**config.mk**
```make
export PLATFORM = sky130hd
export DESIGN_NAME = rggen_bit_field_rws_set_arbiter
export DESIGN_NICKNAME = d
export VERILOG_FILES = /design/src/rtl/rggen_bit_field_rws_set_arbiter.sv
export SDC_FILE = /design/constraint.sdc
export NUM_CORES = 1
export LEC_CHECK = 0
export CORE_MARGIN = 2
export CORE_UTILIZATION = 36
export DETAILED_ROUTE_END_ITERATION = 10
export HOLD_SLACK_MARGIN = 0.06
export PLACE_DENSITY_LB_ADDON = 0.05
export SLEW_MARGIN = 20
export SYNTH_ARGS = -nofsm -noshare
export SYNTH_HDL_FRONTEND = slang
export SYNTH_SLANG_ARGS = --single-unit
```
**constraint.sdc**
```tcl
create_clock -name i_clk -period 1.2 [get_ports i_clk]
set_clock_uncertainty 0.1 [all_clocks]
set_input_delay 0.18 -clock i_clk [delete_from_list [all_inputs] [get_ports i_clk]]
set_output_delay 0.18 -clock i_clk [all_outputs]
set_load 0.02 [all_outputs]
```
**src/rtl/rggen_bit_field_rws_set_arbiter.sv**
```systemverilog
// rggen_bit_field_rws_set_arbiter: round-robin sharing of one RWS field's hardware-set port,
// deferring sets while a bus access to the field is in progress (bounded by DEFER_LIMIT).
module rggen_bit_field_rws_set_arbiter #(
    parameter int WIDTH       = 8,
    parameter int REQUESTERS  = 2,
    parameter int DEFER_LIMIT = 4
)(
    input  logic                          i_clk,
    input  logic                          i_rst_n,
    input  logic [REQUESTERS-1:0]         i_req,
    input  logic [REQUESTERS*WIDTH-1:0]   i_value,
    input  logic                          i_bus_valid,
    output logic [REQUESTERS-1:0]         o_ack,
    output logic                          o_set,
    output logic [WIDTH-1:0]              o_value,
    output logic                          o_busy
);
    localparam int IW = (REQUESTERS > 1) ? $clog2(REQUESTERS) : 1;
    localparam int CW = (DEFER_LIMIT > 0) ? $clog2(DEFER_LIMIT + 1) : 1;

    typedef enum logic {IDLE, ISSUE} state_t;

    state_t          r_state, w_next;
    logic [IW-1:0]   r_grant, r_last, w_winner;
    logic [WIDTH-1:0] r_hold;
    logic [CW-1:0]   r_defer_cnt;
    logic            w_found, w_fire;

    // first asserted requester after the last winner, wrapping around
    always_comb begin
        w_winner = '0;
        w_found  = 1'b0;
        for (int i = 1; i <= REQUESTERS; i++) begin
            if (!w_found && |(i_req & (REQUESTERS'(1) << ((int'(r_last) + i) % REQUESTERS)))) begin
                w_found  = 1'b1;
                w_winner = IW'((int'(r_last) + i) % REQUESTERS);
            end
        end
    end

    always_comb begin
        w_fire = (r_state == ISSUE) && (!i_bus_valid || (DEFER_LIMIT != 0 && r_defer_cnt == CW'(DEFER_LIMIT)));
        w_next = (r_state == IDLE) ? (w_found ? ISSUE : IDLE) : (w_fire ? IDLE : ISSUE);
    end

    always_ff @(posedge i_clk or negedge i_rst_n) begin
        if (!i_rst_n) begin
            r_state     <= IDLE;
            r_grant     <= '0;
            r_last      <= IW'(REQUESTERS - 1);
            r_hold      <= '0;
            r_defer_cnt <= '0;
        end else begin
            r_state <= w_next;
            if (r_state == IDLE && w_found) begin
                r_grant     <= w_winner;
                r_hold      <= WIDTH'(i_value >> (int'(w_winner) * WIDTH));
                r_defer_cnt <= '0;
            end else if (w_fire) begin
                r_last <= r_grant;
            end else if (r_state == ISSUE && r_defer_cnt != '1) begin
                r_defer_cnt <= r_defer_cnt + 1'b1;
            end
        end
    end

    assign o_set   = w_fire;
    assign o_ack   = w_fire ? (REQUESTERS'(1) << r_grant) : '0;
    assign o_busy  = (r_state == ISSUE);
    assign o_value = r_hold;
endmodule

```
## After elaboration in Yosys (flattened, before gate mapping)

Index checks and enable logic that the tools add are counted.

- Flip-flop bits (word level): 14
- Input bits: 21
- Output and inout port bits: 12
- Logic and storage cells: 44

- $add $sub $neg: 3
- Equal/unequal tests: 3
- Shift operators: 4
- Multiplexer cells: 11
- Bitwise gates (word level): 6
- Reductions and logical operators: 12

Operator list:

| cell | number |
|---|---|
| << shifter 1 x 32 -> 2 bit, first input constant | 2 |
| right shift 16 x 4 -> 8 bit | 1 |
| two-way mux 3 bit | 3 |
| two-way mux 1 bit | 7 |
| AND 2 bit | 2 |
| logical AND 1 bit | 4 |
| AND reduction 2 bit | 2 |
| OR reduction 2 bit | 2 |
| adder 3 x 1 -> 3 bit, second input constant | 1 |
| == test 3 bit, second input constant | 1 |
| != test 3 bit, second input constant | 1 |
| adder 1 bit, second input constant | 2 |
| AND 1 bit, first input constant | 2 |
| zero test 1 bit | 2 |
| two-way mux 2 bit | 1 |
| != test 2 x 1 -> 1 bit, second input constant | 1 |
| NOT 1 bit | 2 |
| nonzero test 2 bit | 1 |
| << shifter 1 x 1 -> 2 bit, first input constant | 1 |
| logical OR 1 bit | 1 |

## Logic depth before layout (Yosys ltp)

- Word-level depth: 12
- Mapped depth: 5
- Mapped depth without buffers: 5

## Worst setup path after synthesis

Ideal clock, no wire load.

- Path kind: register to register
- Start point: register r_defer_cnt[0]
- End point: register r_last
- Setup time: 0.077 ns
- Arrival time: 1.210 ns
- Required time: 1.023 ns
- Slack: -0.187 ns
- Cell stages (with the launch flop): 6
- Buffers on the path: 0
- Clock period less this slack: 1.387 ns
- Path through: dfrtp_1 inv_1 ha_1 a21bo_1 and3_1 a21o_1

- Cells in the longest elaborated chain, start to end: 4

RTL lines:

| what | RTL line | text |
|---|---|---|
| start: declaration | 26 | `logic [CW-1:0] r_defer_cnt;` |
| start signal: assignment | 62 | `r_defer_cnt <= r_defer_cnt + 1'b1;` |
| == test 3 bit | 42 | `w_fire = (r_state == ISSUE) && (!i_bus_valid \|\| (DEFER_LIMIT != 0 && r_defer_cnt == CW'(DEFER_LIMIT)));` |
| logical OR 1 bit | 42 |  |
| logical AND 1 bit | 42 |  |
| AND reduction 2 bit (no line) | n/a |  |
| end signal: assignment | 50 | `r_last <= IW'(REQUESTERS - 1);` |
| end signal: assignment | 60 | `r_last <= r_grant;` |
| end: declaration | 24 | `logic [IW-1:0] r_grant, r_last, w_winner;` |

Every way passes these cells.
A chain may end at the register's enable or synchronous reset.

## Worst setup path after layout

- Start point: register r_defer_cnt[0]
- End point: output o_ack[0]

- Cells in the longest elaborated chain, start to end: 4

RTL lines:

| what | RTL line | text |
|---|---|---|
| == test 3 bit | 42 |  |
| logical OR 1 bit | 42 |  |
| logical AND 1 bit | 42 |  |
| two-way mux 2 bit | 68 | `assign o_ack = w_fire ? (REQUESTERS'(1) << r_grant) : '0;` |
| end: declaration | 13 | `output logic [REQUESTERS-1:0] o_ack,` |

Every way passes these cells.

==> metrics.csv <==
metric;value;unit
crit_end;o_ack[0];
clkTransAtPathRegs;0.09;ns
ios;33;
final_nets;141;
rsz0062_at_grt;yes;
postPlaceCellArea;1140;µm²
synth_cells;68;
tritoncts.num_buffers;3;
crit_start;r_defer_cnt[0]$_DFFE_PN0P_;
setup_slack;-0.387;ns
arrival;1.31;ns
post_synth.cell_area_avg;10.5;µm²
num_antenna_cells;0;
fmax;630;MHz
hold_path.class;input port to asynchronous set/reset pin;
cellPowerDensity;2150;nW/µm²
yosysSeqAreaShare;49.3;%
worstRegToRegCells;5;
wl_per_cell;11.9;µm
die_x;48.5;µm
status;finished with violations;
cp.depth;6;
power_leakage;0.609;nW
synth_fp_nets;92;
cts_tree;yes;
rows;16;
r2r-end;r_defer_cnt[0]$_DFFE_PN0P_;
root_buffer;clkbuf_4;
cts_sinks;14;
place_congestion;0.671;
synth_cell_types;16;
dr.pass1.iters;2;
drc_errors;0;
r2r_start;r_defer_cnt[1]$_DFFE_PN0P_;
clkPwrFrac;12.9;%
hpwl;1.17;mm
cp_top_family;flip-flops;
path_buf_inv;2;
pwr-share-comb;54.7;%
path_max_fanout;3;
die_h;48.5;µm
period_needed;1.59;ns
maxCapViolations;0;
hold_slack;0.106;ns
hold_viol;0;
wirelength;1.70;mm
vdd_ir_drop_max;1310;µV
switchingPower;1.03;mW
slew_viol_final;0;
antenna_found_initial;0;
area_growth;70.9;%
cp.required;0.92;ns
violations;negative setup slack;
dp.cells;135;
grt_pass1_wl;2.95;mm
drive_gt1_share;37.1;%
cts_hold_buf;0;
post-place-ws;-0.693;ns
grt_pass1_vias;671;
cp-end-kind;primary output;
synth_seq_cells;14;
htree_levels;1;
max_slew.worst_pin.slew;0.215;ns
p_seq_share;32.5;%
start_util;37.1;%
core-area;1920;µm²
instances_no_fill;143;
p_int;1.59;mW
finalCritPeriodShare;132;%
max_slew_margin;85.6;%
r2r_slack;-0.26;ns
cts_buffer_depth;2;
slowest_stage;dfrtp_1;
yosys_warnings;0;
drt_iter0_drc;2;
clk_latency;0.28;ns
ys_top_cells_by_area;dfrtp_1 (46%), mux2i_1 (15%), nand2_1 (7.9%), o21ai_1 (6.3%), ha_1 (5.3%);
setup_violations;18;
grt_max_degree;15;
dieArea;2350;µm²
start_kind;flop;
switching_share;39.4;%
grtUsageTotal;16.2;%
vias;656;
vias_per_cell;4.59;
syn_area;713;µm²
finish.instance_area;1220;µm²
crit_type;flop to primary output;
power.total;2.62;mW
max_stage_delay;0.38;ns
fill_cells;190;
io_buffers;32;
synth_top_cell_by_area;dfrtp_1;
gr-total-overflow;0;
synth_top_area_share;45.6;%
cp_cell_sequence;inv_1, ha_2, a21bo_1, nand2_2, nor2_4, buf_6;
antenna_left;0;
worst min-delay path by stage:
stage,startpoint,end,slack (ns),cells after the start
after floorplan,i_rst_n,o_busy$_DFF_PN0_,-0.22,0
after global placement,o_value[2]$_DFFE_PN0N_,o_value[2]$_DFFE_PN0N_,0.37,2
after detailed placement,o_value[5]$_DFFE_PN0N_,o_value[5]$_DFFE_PN0N_,0.38,2
after CTS,i_rst_n,o_value[2]$_DFFE_PN0N_,0.11,2
after global routing,i_rst_n,r_defer_cnt[2]$_DFFE_PN0P_,0.13,2
final,i_rst_n,o_busy$_DFF_PN0_,0.11,2
synth_stat cells (all sizes together):
master and n:
a21bo 2, a21boi 1, a21o 1, and3 1
buf 3, dfrtp 13, dfstp 1, ha 3
inv 5, mux2i 11, nand2 15, nand3b 1
nor2 1, o21ai 9, o21bai 1
through the flow:
stage	utilization, %	setup TNS [ns]
6_report	63.4	-2.50
5_1_grt	63.4	-3.73
4_1_cts	63.1	-2.77
3_5_place_dp	59.4	-7.03
3_3_place_gp	59.4	-6.82
2_1_floorplan	-	-0.579
layout by cell type, fill, tap and decap left out, types with 3 or more instances in the layout:
cell type and count:
buf_6 6, o21ai_1 9, nand2_1 14, buf_4 12, clkdlybuf4s50_1 20, dfrtp_1 12
clkbuf_4 3, mux2i_1 11, buf_2 8, inv_1 4
state kept, by name (all words and copies together), names as in the netlist:
name and flops:
r_defer_cnt 3, r_grant 1, o_busy 1, r_last 1, o_value 8
worst reg2reg max path, cell delays in order, from the launching register on:
cell and delay [ns]:
dfrtp_1 0.39, buf_4 0.15, ha_4 0.15, ha_2 0.15, nand3b_1 0.25, mux2i_1 0.17
kinds of logic (layout without fill, tap and decap cells):
logic type / Yosys count / count (layout) / synth area share (%)
flip-flops: 14 / 14 / 49.3
multiplexers: 11 / 11 / 15.4
buffers and inverters: 8 / 55 / 6.84
AO/OA/AOI/OAI: 14 / 15 / 12.8
AND/OR/NAND/NOR: 18 / 18 / 10.4
adder cells (fa/ha/maj): 3 / 3 / 5.26
power by group through the flow:
stage	sequential [mW]	combinational, mW	clock [mW]
floorplan	1.04	0.572	0
global placement	0.849	1.37	0
detailed placement	0.850	1.41	0
CTS	0.857	1.43	0.345
global route	0.876	1.58	0.369
finish	0.852	1.43	0.337
per-layer routing:
| metal | vias to the layer above | GRT usage (%) | share of wire (%) |
|---|---|---|---|
| li1 | 326 | - | - |
| met1 | 308 | 22.0 | 47 |
| met2 | 20 | 25.7 | 48 |
| met3 | 2 | 5.25 | 4.1 |
| met4 | 0 | 2.86 | 0.71 |
| met5 | - | 0 | 0 |
layout make-up:
class / count / area, µm² / area share, %
timing repair buffer: 46 / 398 / 32.6
multi-input combinational: 47 / 379 / 31.1
sequential: 14 / 353 / 29.0
clock buffer: 4 / 36.3 / 2.98
tap: 27 / 33.8 / 2.77
inverter: 5 / 18.8 / 1.54
timing repair:
| item | 4_1_cts | 5_1_grt |
|---|---|---|
| setup endpoints to repair | 25 | 20 |
| resized for setup | 63 | 3 |
| gates cloned | 2 | 0 |
| pin swaps | 5 | 6 |
| buffers inserted | 1 | 3 |
No activity file was read; power rests on OpenSTA's default activity.
